===== src/rtl/spi_pkg.sv =====
// Shared types and constants for the SPI responder: FSM states, frame field widths, address decode.
// Latency: n/a (types and pure functions only).
// Backpressure: n/a.
package spi_pkg;

    typedef enum logic [2:0] {
        ST_IDLE,
        ST_ADDR,
        ST_WDATA,
        ST_COMMIT,
        ST_RREADY,
        ST_RDATA,
        ST_DONE
    } spi_tgt_state_e;

    localparam logic SPI_CMD_WRITE = 1'b1;
    localparam int   SPI_ADDR_BITS = 8;
    localparam int   SPI_DATA_BITS = 8;

    // Where an 8-bit frame address lands: inside the bank, on the ID register, or nowhere.
    typedef struct packed {
        logic in_bank;
        logic is_id;
    } spi_addr_class_t;

    function automatic spi_addr_class_t spi_classify(
        input logic [SPI_ADDR_BITS-1:0] addr,
        input int                       depth,
        input logic [SPI_ADDR_BITS-1:0] id_addr
    );
        spi_addr_class_t c;
        c.in_bank = ({24'd0, addr} < depth);
        c.is_id   = (addr == id_addr);
        return c;
    endfunction

endpackage


===== src/rtl/spi_target_regbank_if.sv =====
// Serial link between an SPI initiator and the register-bank responder.
// Latency: n/a (wires only).
// Backpressure: none; the responder paces reads with ready/op_done.
interface spi_target_regbank_if;

    logic cs_n;
    logic mosi;
    logic miso;
    logic ready;
    logic op_done;
    logic range_err;

    modport master (
        output cs_n,
        output mosi,
        input  miso,
        input  ready,
        input  op_done,
        input  range_err
    );

    modport slave (
        input  cs_n,
        input  mosi,
        output miso,
        output ready,
        output op_done,
        output range_err
    );

endinterface


===== src/rtl/spi_bit_shifter.sv =====
// 8-bit LSB-first shift register with parallel load and a 3-bit bit counter flagging the 8th bit.
// Latency: one bit per enabled clk edge; load takes effect on the next edge.
// Backpressure: none; caller gates shift_en.
module spi_bit_shifter
    import spi_pkg::*;
(
    input  logic                     clk,
    input  logic                     rst_n,
    input  logic                     clr,
    input  logic                     load,
    input  logic [SPI_DATA_BITS-1:0] load_dat,
    input  logic                     shift_en,
    input  logic                     shift_in,
    output logic [SPI_DATA_BITS-1:0] q,
    output logic                     last
);

    logic [2:0] cnt;

    // New bits enter at the MSB so the first received bit ends up in bit 0.
    always_ff @(posedge clk) begin
        if (!rst_n) begin
            q   <= '0;
            cnt <= '0;
        end else if (clr) begin
            cnt <= '0;
        end else if (load) begin
            q   <= load_dat;
            cnt <= '0;
        end else if (shift_en) begin
            q   <= {shift_in, q[SPI_DATA_BITS-1:1]};
            cnt <= cnt + 3'd1;
        end
    end

    assign last = (cnt == 3'd7);

endmodule


===== src/rtl/spi_target_regbank.sv =====
// SPI frame responder: decodes cmd/addr/data on mosi, commits writes to a register bank, serialises reads on miso.
// Latency: write commits 17 edges after the command bit; read data starts 10 cycles after it.
// Backpressure: none; cs_n high mid-frame aborts the frame and returns to idle.
module spi_target_regbank
    import spi_pkg::*;
#(
    parameter int                       DEPTH    = 32,
    parameter logic [SPI_ADDR_BITS-1:0] ID_ADDR  = 8'hFF,
    parameter logic [SPI_DATA_BITS-1:0] ID_VALUE = 8'hA5
) (
    input  logic                 clk,
    input  logic                 rst_n,
    spi_target_regbank_if.slave  bus
);

    localparam int AW = (DEPTH > 1) ? $clog2(DEPTH) : 1;

    spi_tgt_state_e state;
    spi_tgt_state_e state_nxt;

    logic                     cmd_wr;
    logic                     cmd_cap;
    logic                     cnt_clr;
    logic                     addr_shift;
    logic                     dat_shift;
    logic                     dat_shift_in;
    logic                     dat_load;
    logic                     commit_en;
    logic                     rd_err;
    logic                     range_err_q;
    logic                     addr_last;
    logic                     dat_last;
    logic [SPI_ADDR_BITS-1:0] addr_q;
    logic [SPI_ADDR_BITS-1:0] addr_full;
    logic [SPI_DATA_BITS-1:0] dat_q;
    logic [SPI_DATA_BITS-1:0] rd_val;
    spi_addr_class_t          rd_cls;
    spi_addr_class_t          wr_cls;

    logic [SPI_DATA_BITS-1:0] bank [DEPTH];

    spi_bit_shifter u_addr_shifter (
        .clk      (clk),
        .rst_n    (rst_n),
        .clr      (cnt_clr),
        .load     (1'b0),
        .load_dat ('0),
        .shift_en (addr_shift),
        .shift_in (bus.mosi),
        .q        (addr_q),
        .last     (addr_last)
    );

    // Write data and read data never overlap within a frame, so one shifter serves both.
    spi_bit_shifter u_dat_shifter (
        .clk      (clk),
        .rst_n    (rst_n),
        .clr      (cnt_clr),
        .load     (dat_load),
        .load_dat (rd_val),
        .shift_en (dat_shift),
        .shift_in (dat_shift_in),
        .q        (dat_q),
        .last     (dat_last)
    );

    // The read decode runs on the edge that samples address bit 7, before it lands in addr_q.
    assign addr_full    = {bus.mosi, addr_q[SPI_ADDR_BITS-1:1]};
    assign rd_cls       = spi_classify(addr_full, DEPTH, ID_ADDR);
    assign wr_cls       = spi_classify(addr_q, DEPTH, ID_ADDR);
    assign dat_shift_in = (state == ST_WDATA) ? bus.mosi : 1'b0;

    always_comb begin
        rd_val = 8'hFF;
        if (rd_cls.in_bank) begin
            rd_val = bank[addr_full[AW-1:0]];
        end else if (rd_cls.is_id) begin
            rd_val = ID_VALUE;
        end
    end

    always_ff @(posedge clk) begin
        if (!rst_n) begin
            state <= ST_IDLE;
        end else begin
            state <= state_nxt;
        end
    end

    always_comb begin
        state_nxt  = state;
        cmd_cap    = 1'b0;
        cnt_clr    = 1'b0;
        addr_shift = 1'b0;
        dat_shift  = 1'b0;
        dat_load   = 1'b0;
        commit_en  = 1'b0;
        rd_err     = 1'b0;
        case (state)
            // DONE behaves like IDLE so a new command bit can arrive with no gap.
            ST_IDLE, ST_DONE: begin
                cnt_clr = 1'b1;
                if (!bus.cs_n) begin
                    cmd_cap   = 1'b1;
                    state_nxt = ST_ADDR;
                end else begin
                    state_nxt = ST_IDLE;
                end
            end
            ST_ADDR: begin
                if (bus.cs_n) begin
                    state_nxt = ST_IDLE;
                end else begin
                    addr_shift = 1'b1;
                    if (addr_last) begin
                        if (cmd_wr) begin
                            state_nxt = ST_WDATA;
                        end else begin
                            dat_load  = 1'b1;
                            rd_err    = !rd_cls.in_bank && !rd_cls.is_id;
                            state_nxt = ST_RREADY;
                        end
                    end
                end
            end
            ST_WDATA: begin
                if (bus.cs_n) begin
                    state_nxt = ST_IDLE;
                end else begin
                    dat_shift = 1'b1;
                    if (dat_last) begin
                        state_nxt = ST_COMMIT;
                    end
                end
            end
            ST_COMMIT: begin
                if (bus.cs_n) begin
                    state_nxt = ST_IDLE;
                end else begin
                    commit_en = 1'b1;
                    state_nxt = ST_DONE;
                end
            end
            ST_RREADY: begin
                state_nxt = bus.cs_n ? ST_IDLE : ST_RDATA;
            end
            ST_RDATA: begin
                if (bus.cs_n) begin
                    state_nxt = ST_IDLE;
                end else begin
                    dat_shift = 1'b1;
                    if (dat_last) begin
                        state_nxt = ST_DONE;
                    end
                end
            end
            default: begin
                state_nxt = ST_IDLE;
            end
        endcase
    end

    always_ff @(posedge clk) begin
        if (!rst_n) begin
            cmd_wr <= 1'b0;
        end else if (cmd_cap) begin
            cmd_wr <= (bus.mosi == SPI_CMD_WRITE);
        end
    end

    // Bank contents survive reset; only the write strobe is held off while reset is asserted.
    always_ff @(posedge clk) begin
        if (rst_n && commit_en && wr_cls.in_bank) begin
            bank[addr_q[AW-1:0]] <= dat_q;
        end
    end

    always_ff @(posedge clk) begin
        if (!rst_n) begin
            range_err_q <= 1'b0;
        end else if (rd_err || (commit_en && !wr_cls.in_bank && !wr_cls.is_id)) begin
            range_err_q <= 1'b1;
        end
    end

    assign bus.ready     = (state == ST_RREADY);
    assign bus.op_done   = (state == ST_DONE);
    assign bus.miso      = (state == ST_RDATA) && dat_q[0];
    assign bus.range_err = range_err_q;

endmodule


===== src/flat_wrapper.sv =====
// flat-port wrapper written by rule: the top's interface ports become plain ports
module spi_target_regbank_flat import spi_pkg::*;
#(
    parameter int                       DEPTH    = 32,
    parameter logic [SPI_ADDR_BITS-1:0] ID_ADDR  = 8'hFF,
    parameter logic [SPI_DATA_BITS-1:0] ID_VALUE = 8'hA5
)
  (clk, rst_n, bus_cs_n, bus_mosi, bus_miso, bus_ready, bus_op_done, bus_range_err);
  spi_target_regbank_if bus_i ();
  input  logic clk;
  input  logic rst_n;
  input wire logic [$bits(bus_i.cs_n)-1:0] bus_cs_n;
  input wire logic [$bits(bus_i.mosi)-1:0] bus_mosi;
  output wire logic [$bits(bus_i.miso)-1:0] bus_miso;
  output wire logic [$bits(bus_i.ready)-1:0] bus_ready;
  output wire logic [$bits(bus_i.op_done)-1:0] bus_op_done;
  output wire logic [$bits(bus_i.range_err)-1:0] bus_range_err;
  assign bus_i.cs_n = bus_cs_n;
  assign bus_i.mosi = bus_mosi;
  assign bus_miso = bus_i.miso;
  assign bus_ready = bus_i.ready;
  assign bus_op_done = bus_i.op_done;
  assign bus_range_err = bus_i.range_err;
  spi_target_regbank #(.DEPTH(DEPTH), .ID_ADDR(ID_ADDR), .ID_VALUE(ID_VALUE)) u_core (.clk(clk), .rst_n(rst_n), .bus(bus_i));
endmodule

===== config.mk =====
export PLATFORM = sky130hd
export DESIGN_NAME = spi_target_regbank_flat
export DESIGN_NICKNAME = d
export VERILOG_FILES = /design/src/rtl/spi_pkg.sv /design/src/rtl/spi_target_regbank_if.sv /design/src/rtl/spi_bit_shifter.sv /design/src/rtl/spi_target_regbank.sv /design/src/flat_wrapper.sv
export SDC_FILE = /design/constraint.sdc
export NUM_CORES = 1
export LEC_CHECK = 0
export ABC_AREA = 1
export BUFFER_PORTS_ARGS = -buffer_cell sky130_fd_sc_hd__buf_2
export CORE_ASPECT_RATIO = 1.1
export CORE_MARGIN = 3
export CORE_UTILIZATION = 63
export CTS_CLUSTER_DIAMETER = 60
export DETAILED_ROUTE_END_ITERATION = 6
export GPL_ROUTABILITY_DRIVEN = 0
export PLACE_DENSITY_LB_ADDON = 0.2
export REMOVE_ABC_BUFFERS = 1
export SLEW_MARGIN = 20
export SYNTH_ARGS = -nofsm -noshare
export SYNTH_HDL_FRONTEND = slang
export SYNTH_HIERARCHICAL = 1
export SYNTH_SLANG_ARGS = --single-unit
export TNS_END_PERCENT = 5

===== constraint.sdc =====
create_clock -name clk -period 4.7 [get_ports clk]
set_clock_uncertainty 0.1 [all_clocks]
set_input_delay 0.94 -clock clk [delete_from_list [all_inputs] [get_ports clk]]
set_output_delay 0.94 -clock clk [all_outputs]
set_load 0.01 [all_outputs]

# --- Word-level counts from Yosys, hierarchy flattened ---
# Memory sizes are Yosys's and may differ from the RTL's. A register that Yosys moved wholly into a read port is not among the register bits.
# Cells that the tools add are included.
totals:
  regBits: 27
  latchBits: 0
  ramBits: 256
  rom_bits: 0
  in_bits: 4
  output_inout_bits: 4
  word_cells: 81
  mem_count: 1
classes:
  add_sub_neg: 2
  multipliers: 0
  div_mod_pow: 0
  magnitude_cmp: 2
  eq_ne: 13
  shift: 0
  muxes: 34
  bitwise: 2
  n_reduce_logical: 20
memory_table:
  columns: ["name", "depth", "word_bits", "read_ports", "rd_ports_with_merged_regs", "wr", "line_no", "text"]
  rows:
  - ["u_core.bank", 32, 8, 1, 1, 1, "spi_target_regbank.sv:40", "logic [SPI_DATA_BITS-1:0] bank [DEPTH];"]
op_table:
  columns: ["op", "count"]
  rows:
  - ["$mux W3", 9]
  - ["$mux W8", 3]
  - ["$mux W1", 18]
  - ["$pmux W3 S6", 1]
  - ["$eq A8 B8 Y1 const B", 2]
  - ["$lt A8 B6 Y1 const B", 2]
  - ["$eq A3 B3 Y1 const B", 5]
  - ["$mux W5", 2]
  - ["$ne A3 B2 Y1 const B", 3]
  - ["$mux W7", 1]
  - ["$add A3 B1 Y3 const B", 2]
  - ["$eq A3 B2 Y1 const B", 2]
  - ["$logic_and A1 B1 Y1", 6]
  - ["$reduce_or A2 Y1", 3]
  - ["$logic_not A1 Y1", 4]
  - ["$reduce_and A2 Y1", 2]
  - ["$eq A3 B1 Y1 const B", 1]
  - ["$logic_not A3 Y1", 1]
  - ["$reduce_and A3 Y1", 1]
  - ["$reduce_or A3 Y1", 1]
  - ["$not A1 Y1", 2]
  - ["$reduce_bool A2 Y1", 1]
  - ["$logic_or A1 B1 Y1", 1]

# --- Longest topological paths before layout ---
# Gate-level depths: netlist (run 1).
logic_depth:
  ltp_word: 8
  depth_mapped: 17
  depth_no_buf: 15

# --- Cells and area by module ---
# Netlist (run 1), hierarchy kept.
modules_own_cells:
  columns: ["module", "n_inst", "cells_per_inst", "area_each_um2", "seq_area_each_um2"]
  rows:
  - ["spi_target_regbank", 1, 1039, 11070.6, 7787.5]
  - ["spi_bit_shifter", 2, 87, 570.5, 220.2]

# --- Least setup slack after synthesis (run 1) ---
# Ideal clock, no wire load.
synth_timing:
  path_type: "input -> register"
  from: "input bus_cs_n"
  to: "memory u_core.bank[15][0] (enable)"
  setup_ns: 0.370
  arrival_ns: 2.005
  required_time_ns: 4.230
  slack_ns: 2.225
  stages: 7
  n_path_buf: 0
  cell_sequence: "nor2_1 > nand3_1 > nor2_1 > nand2_1 > nor2_1 > nand2_1 > nor2_1"
synth_via:
  elab_chain_cells: 6
synth_rtl:
  columns: ["item", "line_no", "text"]
  rows:
  - ["start: declaration", "flat_wrapper.sv:12", "input wire logic [$bits(bus_i.cs_n)-1:0] bus_cs_n;"]
  - ["$mux W1", "spi_target_regbank.sv:137", "if (bus.cs_n) begin"]
  - ["$mux W1", "spi_target_regbank.sv:99", "case (state)"]
  - ["$logic_and A1 B1 Y1 (2 in series)", "spi_target_regbank.sv:173", "if (rst_n && commit_en && wr_cls.in_bank) begin"]
  - ["$mux W1", "spi_target_regbank.sv:173", null]
  - ["$mux W1 (implied by the code)", "spi_target_regbank.sv:174", "bank[addr_q[AW-1:0]] <= dat_q;"]
  - ["end: declaration", "spi_target_regbank.sv:40", null]
# No other way between the ends.

# --- Worst setup path in the final report (run 1) ---
layout_timing:
  from: "register u_core.u_addr_shifter.q[1]"
  to: "register u_core.u_dat_shifter.q[0]"
layout_via:
  elab_chain_cells: 3
layout_rtl:
  columns: ["item", "line_no", "text"]
  rows:
  - ["start: declaration", "spi_bit_shifter.sv:14", "output logic [SPI_DATA_BITS-1:0] q,"]
  - ["start signal: assignment", "spi_bit_shifter.sv:28", "q <= load_dat;"]
  - ["start signal: assignment", "spi_bit_shifter.sv:31", "q <= {shift_in, q[SPI_DATA_BITS-1:1]};"]
  - ["$lt A8 B6 Y1", "spi_pkg.sv:32", "c.in_bank = ({24'd0, addr} < depth);"]
  - ["$mux W8", "spi_target_regbank.sv:75", "if (rd_cls.in_bank) begin"]
  - ["net u_core.rd_val[0]", "spi_target_regbank.sv:36", "logic [SPI_DATA_BITS-1:0] rd_val;"]
  - ["$mux W8", "spi_bit_shifter.sv:27", "end else if (load) begin"]
  - ["end signal: assignment", "spi_bit_shifter.sv:28", null]
  - ["end signal: assignment", "spi_bit_shifter.sv:31", null]
  - ["end: declaration", "spi_bit_shifter.sv:14", null]
# The timed path passes the listed nets, and every way through them passes these cells.
# A chain may end at the register's enable or synchronous reset.

==> reports/metrics.cfg, run 1 <==
[outcome]
status = finished, final reports clean

[drt]
first_pass_iters = 5
drt-vias-per-instance = 5.73
wl_per_cell_um = 19.3
vias = 8442
drt_iter0_drc = 1021
wl_um = 28400
remaining_drc_errors = 0
ant_nets = 0

[global_route]
overflow = 0
grt_pass1_vias = 7981
grt_max_degree = 89
grt_first_pass_wirelength_um = 44000
track_usage = 0.268
antenna_found_initial = 0

[setup_path]
slowest_delay_ns = 0.56
critPathLaunch = u_core/u_addr_shifter/q[1]
setup.worst_path.end = u_core/u_dat_shifter/q[0]
cp.depth = 14
end_kind = flip-flop
crit_buf_inv = 2
crit_chain = inv_4, buf_4, o21ai_0, nand2_1, nand2_1, nand2_1, nor2_1, nand2_1, nand2_1, nand2_1, nand2_1, o21ai_0, nor2_1, nor2_1
cp_top_family = buffers and inverters
r2r_slack_ns = 1.76
crit_path_frequent_cell = nand2_1
cp-start-kind = flip-flop
reg2reg_from = u_core/u_addr_shifter/q[1]
worst-endpoint-arrival_ns = 3.28
crit_fanout = 75
cp_slowest_cell = buf_4
r2r_end = u_core/u_dat_shifter/q[0]
reg2reg_depth = 14
required_ns = 5.04
critical_path_class = reg2reg

[logic_synthesis]
syn_inst = 1213
yosysWarnings = 6
synth_seq_area_share = 0.674
synth_top_area_share = 0.630
synth.area.top_cells = edfxtp_1, nand2_1, nor2_1
ys_ff_latch = 283
synth_cell_types = 28
syn-cell-area_um2 = 12200
syn_avg_cell_area_um2 = 10.1
synth_top_cell_by_area = edfxtp_1

[floorplan]
die_w_um = 139
core_area_um2 = 18700
num_io_pins = 8
dieArea_um2 = 21100
die_h_um = 152
start_util = 0.652
num_rows = 52

[clock_network]
ctsHtreeMaxLevel = 1
tritoncts = yes
clock_sinks = 283
cts_hold_buf = 0
cts_buffer_depth = 3
clockRootBuffer = clkbuf_16
clk_pin_slew_worst_paths_ns = 0.06
cts-resized-gates = 0
cts_setup_buffers = 0
clock_latency_ns = 0.52
cts_buffers = 26

[timing]
relSlewSlack = 0.380
finalCritPeriodShare = 0.625
fmax_ghz = 0.341
hold_viol_final = 0
finalSetupTns_ns = 0
setup_violations = 0
worst_slew_pin_slew_ns = 0.930
slew_violations = 0
period_needed_ns = 2.94
rsz0062_at_grt = no

[placed_design]
place_area_um2 = 12300
hpwl_um = 16800
io_buffers = 7

[final_layout]
final_cell_area_um2 = 13200
antennaDiodeCount = 0
area_delta_synth_final_pct = 7.95
layout_commonest_cell = nand2_1
mostFrequentLayoutCells = nand2_1, edfxtp_1, nor2_1
drive_gt1_frac = 0.0585
fin_nets = 1220

[power_and_ir_drop]
p_leak_nw = 5.15
peakVddDrop_mv = 0.356
power.total_mw = 5.27
p_per_area_nw_per_um2 = 400

[min_path]
hold_start = u_core/u_dat_shifter/cnt[1]
hold_class = reg2reg

[flow_run]
maxCapViolCount = 0

==> worst min path at each step <==
| stage | end | slack, ns | cells after the start |
|---|---|---|---|
| final | u_core/u_dat_shifter/cnt[1] | 0.36 | 2 |
| after global routing | u_core/u_addr_shifter/cnt[2] | 0.40 | 2 |
| after CTS | u_core/u_dat_shifter/cnt[1] | 0.37 | 2 |
| after detailed placement | u_core/u_dat_shifter/cnt[1] | 0.36 | 2 |
| after global placement | u_core/u_dat_shifter/cnt[2] | 0.35 | 2 |
| after floorplan | u_core/u_dat_shifter/cnt[1] | 0.34 | 2 |
==> cell families after synthesis <==
group                      count (synthesis)  share of synthesized area
adders and majority gates                  4                    0.00410
DFF                                      283                      0.674
AOI/OAI and AO/OA                        153                     0.0666
and+or+nand+nor                          613                      0.195
other                                      1                   0.000307
xor gates and xnor gates                   2                    0.00143
buffers and inverters                    157                     0.0585
==> synth_stat cells, drive strengths merged <==
| master | count |
|---|---|
| nor2 | 240 |
| clkbuf | 8 |
| or2 | 2 |
| o211ai | 5 |
| a21oi | 45 |
| buf | 47 |
| xnor2 | 2 |
| o21ai | 98 |
| edfxtp | 256 |
| nand3 | 56 |
| dfxtp | 27 |
| nand2 | 312 |
| inv | 102 |
| nor3 | 3 |
| conb | 1 |
| ha | 4 |
| o22ai | 5 |
==> final cells by class <==
| type | instances | area (um^2) |
|---|---|---|
| multi-input combinational | 781 | 3300 |
| timing repair buffer | 18 | 118 |
| clock inverter | 14 | 120 |
| fill | 1357 | 5560 |
| tap | 243 | 304 |
| inverter | 102 | 385 |
| sequential | 283 | 8240 |
| clock buffer | 33 | 718 |
==> per-layer routing <==
layer,vias up,GRT usage,wire [um]
li1,3994,-,-
met1,3955,0.378,11300
met2,419,0.443,13600
met3,74,0.0286,2490
met4,0,0.0951,1020
met5,-,0,0
==> where the power goes <==
| group | switching (mW) | total, mW | internal (mW) |
|---|---|---|---|
| clock | 0.863 | 2.05 | 1.19 |
| sequential | 0.0156 | 2.73 | 2.72 |
| combinational | 0.359 | 0.486 | 0.127 |
==> state kept, by name (all words and copies together), names as in the netlist <==
| name | count |
|---|---|
| u_core/u_dat_shifter/q | 8 |
| u_core/bank | 256 |
| u_core/u_addr_shifter/cnt | 3 |
| u_core/bus.range_err | 1 |
| u_core/u_addr_shifter/q | 8 |
| u_core/u_dat_shifter/cnt | 3 |
| u_core/state | 3 |
| u_core/cmd_wr | 1 |
==> worst min-delay path, delay by kind of cell, from the launching register on <==
kind            cells  cell delay [ns]
compound gates      1             0.05
flops               1             0.31
simple gates        1             0.06
==> per-stage QoR <==
stage          setup slack, ns  hold WS, ns  std cells  utilization
4_1_cts                   1.81        0.370       1474        0.704
5_1_grt                   1.60        0.397       1474        0.704
3_3_place_gp              1.37        0.353       1427        0.659
2_1_floorplan          0.00444        0.343       1166            -
3_5_place_dp              1.32        0.361       1427        0.659
6_report                  1.76        0.365       1474        0.704
Note: power is estimated with default switching activity, not from simulation.
==> inputs of run 2 (changes only) <==
Settings changed: CORE_UTILIZATION 63 to 57.
Clock period 4.7 ns to 2.7 ns, I/O delays scaled along.
==> reports/metrics.cfg, run 2 (synthesis results as in run 1) <==
[timing]
slew_violations = 0
setup_violations = 0
worst_slew_pin_slew_ns = 0.711
finalSetupTns_ns = 0
relSlewSlack = 0.525
finalCritPeriodShare = 0.873
period_needed_ns = 2.36
hold_ws_ns = 0.235
rsz0062_at_grt = no
fmax_ghz = 0.424
hold_viol_final = 0
setup_ws_ns = 0.342

[clock_network]
clk_pin_slew_worst_paths_ns = 0.06
cts_buffer_depth = 3
cts_buffers = 28
clock_latency_ns = 0.54
cts_hold_buf = 0
clockRootBuffer = clkbuf_16
cts-resized-gates = 0
tritoncts = yes
ctsHtreeMaxLevel = 1
clock_sinks = 283
cts_setup_buffers = 0

[setup_path]
r2r_slack_ns = 0.34
crit_path_frequent_cell = nand2_1
crit_fanout = 27
worst-endpoint-arrival_ns = 2.69
end_kind = flip-flop
required_ns = 3.03
cp-start-kind = flip-flop
cp_top_family = simple AND/OR/NAND/NOR gates
cp_slowest_cell = inv_2
critical_path_class = reg2reg
crit_buf_inv = 2
slowest_delay_ns = 0.43
crit_chain = inv_2, buf_12, nor2_1, o21ai_1, nand2_1, nand2_1, nand2_1, nor2_1, nand2_1, nand2_1, nand2_1, nand2_1, o21ai_0, nor2_1, nor2_1

[floorplan]
die_h_um = 160
num_io_pins = 8
dieArea_um2 = 23200
core_area_um2 = 20800
start_util = 0.588
num_rows = 55
die_w_um = 146

[final_layout]
post-route-util = 0.664
layout_commonest_cell = nand2_1
area_delta_synth_final_pct = 13.1
seqCellArea_um2 = 8230
fill_cells = 1633
fin_nets = 1272
largest_reg_flops = 256
drive_gt1_frac = 0.0956
multiInputGateArea_um2 = 3300
mostFrequentLayoutCells = nand2_1, edfxtp_1, nor2_1
antennaDiodeCount = 0

[global_route]
grt_pass1_vias = 8054
track_usage = 0.239
antenna_found_initial = 0
grt_max_degree = 81
overflow = 0
grt_first_pass_wirelength_um = 43800

[placed_design]
io_buffers = 7
post-place-ws_ns = 0.363
hpwl_um = 17300

[drt]
wl_per_cell_um = 17.8
vias = 8437
drt_iter0_drc = 880
ant_nets = 0
remaining_drc_errors = 0
first_pass_iters = 6
drt-vias-per-instance = 5.37
wl_um = 28000

[power_and_ir_drop]
intPower_mw = 7.36
p_clk_frac = 0.412
peakVddDrop_mv = 0.726
p_switching_mw = 2.22
p_per_area_nw_per_um2 = 694
power.total_mw = 9.59
p_leak_nw = 5.49
pwr-share-seq = 0.496
sw_frac_of_total = 0.232
p_comb_frac = 0.092

[flow_run]
maxCapViolCount = 0

[min_path]
hold_class = in2reg

[outcome]
status = finished, final reports clean

-- run 2: final cells by class --
type / count / share of cell area
Clock buffer: 36 / 0.0552
Timing Repair Buffer: 68 / 0.0421
Clock inverter: 16 / 0.0137
Inverter: 102 / 0.0279
Multi-Input combinational cell: 781 / 0.239
Tap cell: 285 / 0.0258
Sequential cell: 283 / 0.596
-- run 2: worst min-delay path: cells and delay by family --
family | cells | cell delay (ns)
buf+inv | 2 | 0.18
simple gates | 1 | 0.12
-- run 2: through the flow --
step / area, um^2 / std cells
3_3_place_gp: 12900 / 1519
2_1_floorplan: 11900 / 1166
3_5_place_dp: 12900 / 1519
6_report: 13800 / 1571
5_1_grt: 13800 / 1571
4_1_cts: 13800 / 1571
-- run 2: power groups by stage --
stage               Sequential (mW)  Clock [mW]  Combinational, mW
global placement               4.85           0              0.855
global route                   4.76        4.18              0.978
finish                         4.76        3.95              0.884
CTS                            4.76        4.00              0.873
detailed placement             4.85           0              0.866
floorplan                      4.89           0              0.498
-- run 2: worst paths after layout --
kind / startpoint / end / cells after the start
setup / recovery: u_core/u_addr_shifter/q[2] / u_core/u_dat_shifter/q[5] / 15
hold / removal: rst_n / u_core/bus.range_err / 3
setup reg to reg: u_core/u_addr_shifter/q[2] / u_core/u_dat_shifter/q[5] / 15
hold reg to reg: u_core/u_dat_shifter/cnt[2] / u_core/u_dat_shifter/cnt[2] / 2
-- run 2: metal layers --
metal	share of wire	track usage	vias up
li1	-	-	4099
met1	0.41	0.324	3957
met2	0.49	0.400	314
met3	0.069	0.0336	67
met4	0.035	0.0846	0
met5	0	0	-
==> inputs of run 3 (changes only) <==
--- a/config.mk
+++ b/config.mk
@@ -11,5 +11,4 @@
 export CORE_MARGIN = 3
 export CORE_UTILIZATION = 57
-export CTS_CLUSTER_DIAMETER = 60
 export DETAILED_ROUTE_END_ITERATION = 6
 export GPL_ROUTABILITY_DRIVEN = 0
==> constraint.sdc (replaced) <==
create_clock -name clk -period 2.7 [get_ports clk]
set_clock_uncertainty 0.1 [all_clocks]
set_input_delay 0.675 -clock clk [delete_from_list [all_inputs] [get_ports clk]]
set_output_delay 0.675 -clock clk [all_outputs]
set_load 0.01 [all_outputs]
==> reports/metrics.cfg, run 3 (synthesis results as in run 1) <==
[timing]
finalSetupTns_ns = 0
relSlewSlack = 0.548
period_needed_ns = 2.29
setup_violations = 0
hold_viol_final = 0
finalCritPeriodShare = 0.849
slew_violations = 0
fmax_ghz = 0.436
rsz0062_at_grt = no
worst_slew_pin_slew_ns = 0.677

[global_route]
grt_first_pass_wirelength_um = 46500
antenna_found_initial = 0
track_usage = 0.255
overflow = 0
grt_max_degree = 99
grt_pass1_vias = 8351

[flow_run]
maxCapViolCount = 0

[drt]
wl_um = 29300
first_pass_iters = 5
vias = 8564
wl_per_cell_um = 18.7
drt_iter0_drc = 1105
drt-vias-per-instance = 5.48
ant_nets = 0
remaining_drc_errors = 0

[final_layout]
area_delta_synth_final_pct = 11.8
fin_nets = 1269
mostFrequentLayoutCells = nand2_1, edfxtp_1, nor2_1
antennaDiodeCount = 0
multiInputGateArea_um2 = 3300
largest_reg_flops = 256
post-route-util = 0.657
drive_gt1_frac = 0.0868
seqCellArea_um2 = 8230
layout_commonest_cell = nand2_1
fill_cells = 1685

[min_path]
hold_class = in2reg
hold_depth = 3

[power_and_ir_drop]
sw_frac_of_total = 0.239
p_clk_frac = 0.385
p_switching_mw = 2.19
power.total_mw = 9.17
p_leak_nw = 5.42
p_per_area_nw_per_um2 = 671
pwr-share-seq = 0.519
peakVddDrop_mv = 0.605
intPower_mw = 6.98
p_comb_frac = 0.096

[clock_network]
cts_buffer_depth = 3
tritoncts = yes
cts_hold_buf = 0
clock_latency_ns = 0.55
clk_pin_slew_worst_paths_ns = 0.06
cts_setup_buffers = 0
cts-resized-gates = 0
clock_sinks = 283
clockRootBuffer = clkbuf_16
ctsHtreeMaxLevel = 1
cts_buffers = 28

[floorplan]
die_h_um = 160
num_io_pins = 8
start_util = 0.588
num_rows = 55
die_w_um = 146
core_area_um2 = 20800
dieArea_um2 = 23200

[setup_path]
crit_fanout = 64
slowest_delay_ns = 0.36
crit_path_frequent_cell = nand2_1
cp-start-kind = flip-flop
cp.depth = 15
cp_slowest_cell = dfxtp_4
reg2reg_depth = 15
end_kind = flip-flop
crit_chain = inv_4, buf_12, nand2_1, nand3_1, nand2_1, nand2_1, nand2_1, nor2_1, nand2_1, nand3_1, nand2_1, nand2_1, o21ai_0, nor2_1, nor2_1
cp_top_family = simple AND/OR/NAND/NOR gates
crit_buf_inv = 2
worst-endpoint-arrival_ns = 2.63
required_ns = 3.04
critical_path_class = reg2reg

[placed_design]
hpwl_um = 18200
io_buffers = 7

[outcome]
status = finished, final reports clean

## run 3: cell types whose count changed in the layout (fill, tap and decap cells not counted)
cell and delta:
clkbuf_16 -1, inv_6 +1, clkbuf_1 +2, clkbuf_8 -1, buf_4 -3, bufinv_16 -3, clkinv_2 -2, clkinv_4 -1
clkinv_8 +1, clkinvlp_4 -3, clkinv_1 +3
## run 3: worst reg2reg max path, stage by stage, from the launching register on
cell and delay (ns):
dfxtp_4 0.36, inv_4 0.20, buf_12 0.29, nand2_1 0.13, nand3_1 0.11, nand2_1 0.06, nand2_1 0.07, nand2_1 0.05
nor2_1 0.19, nand2_1 0.13, nand3_1 0.15, nand2_1 0.07, nand2_1 0.06, o21ai_0 0.07, nor2_1 0.09, nor2_1 0.05
## run 3: per-stage QoR
stage / std cells / setup slack (ns) / area [um^2] / hold slack [ns]
2_1_floorplan: 1166 / -2.00 / 11900 / 0.343
3_3_place_gp: 1516 / 0.337 / 12800 / 0.353
3_5_place_dp: 1516 / 0.309 / 12800 / 0.360
4_1_cts: 1564 / 0.446 / 13700 / 0.354
5_1_grt: 1564 / 0.199 / 13700 / 0.383
6_report: 1564 / 0.407 / 13700 / 0.361
## run 3: power groups by stage
stage | clock, mW | combinational, mW | sequential (mW)
floorplan | 0 | 0.498 | 4.89
global placement | 0 | 0.856 | 4.85
detailed placement | 0 | 0.862 | 4.85
CTS | 3.60 | 0.868 | 4.76
global route | 3.79 | 0.977 | 4.76
finish | 3.53 | 0.879 | 4.76
## run 3: worst paths after layout
check        slack, ns                         from                          end
min               0.36                        rst_n                u_core/cmd_wr
max               0.41   u_core/u_addr_shifter/q[1]    u_core/u_dat_shifter/q[4]
min reg2reg       0.37  u_core/u_dat_shifter/cnt[2]  u_core/u_dat_shifter/cnt[2]
max reg2reg       0.41   u_core/u_addr_shifter/q[1]    u_core/u_dat_shifter/q[4]
## run 3: cell type report
cell class                      count  area share
Clock buffer                       36      0.0535
Clock inverter                     12     0.00687
Inverter                          102      0.0282
Multi-Input combinational cell    781       0.242
Sequential cell                   283       0.603
Tap cell                          285      0.0261
Timing Repair Buffer               65      0.0409
## run 3: metal layers
layer | global-route usage | vias to the layer above | routed length, um
li1 | - | 4094 | -
met1 | 0.354 | 4009 | 11700
met2 | 0.420 | 389 | 14200
met3 | 0.0362 | 72 | 2480
met4 | 0.0877 | 0 | 939
met5 | 0 | - | 0
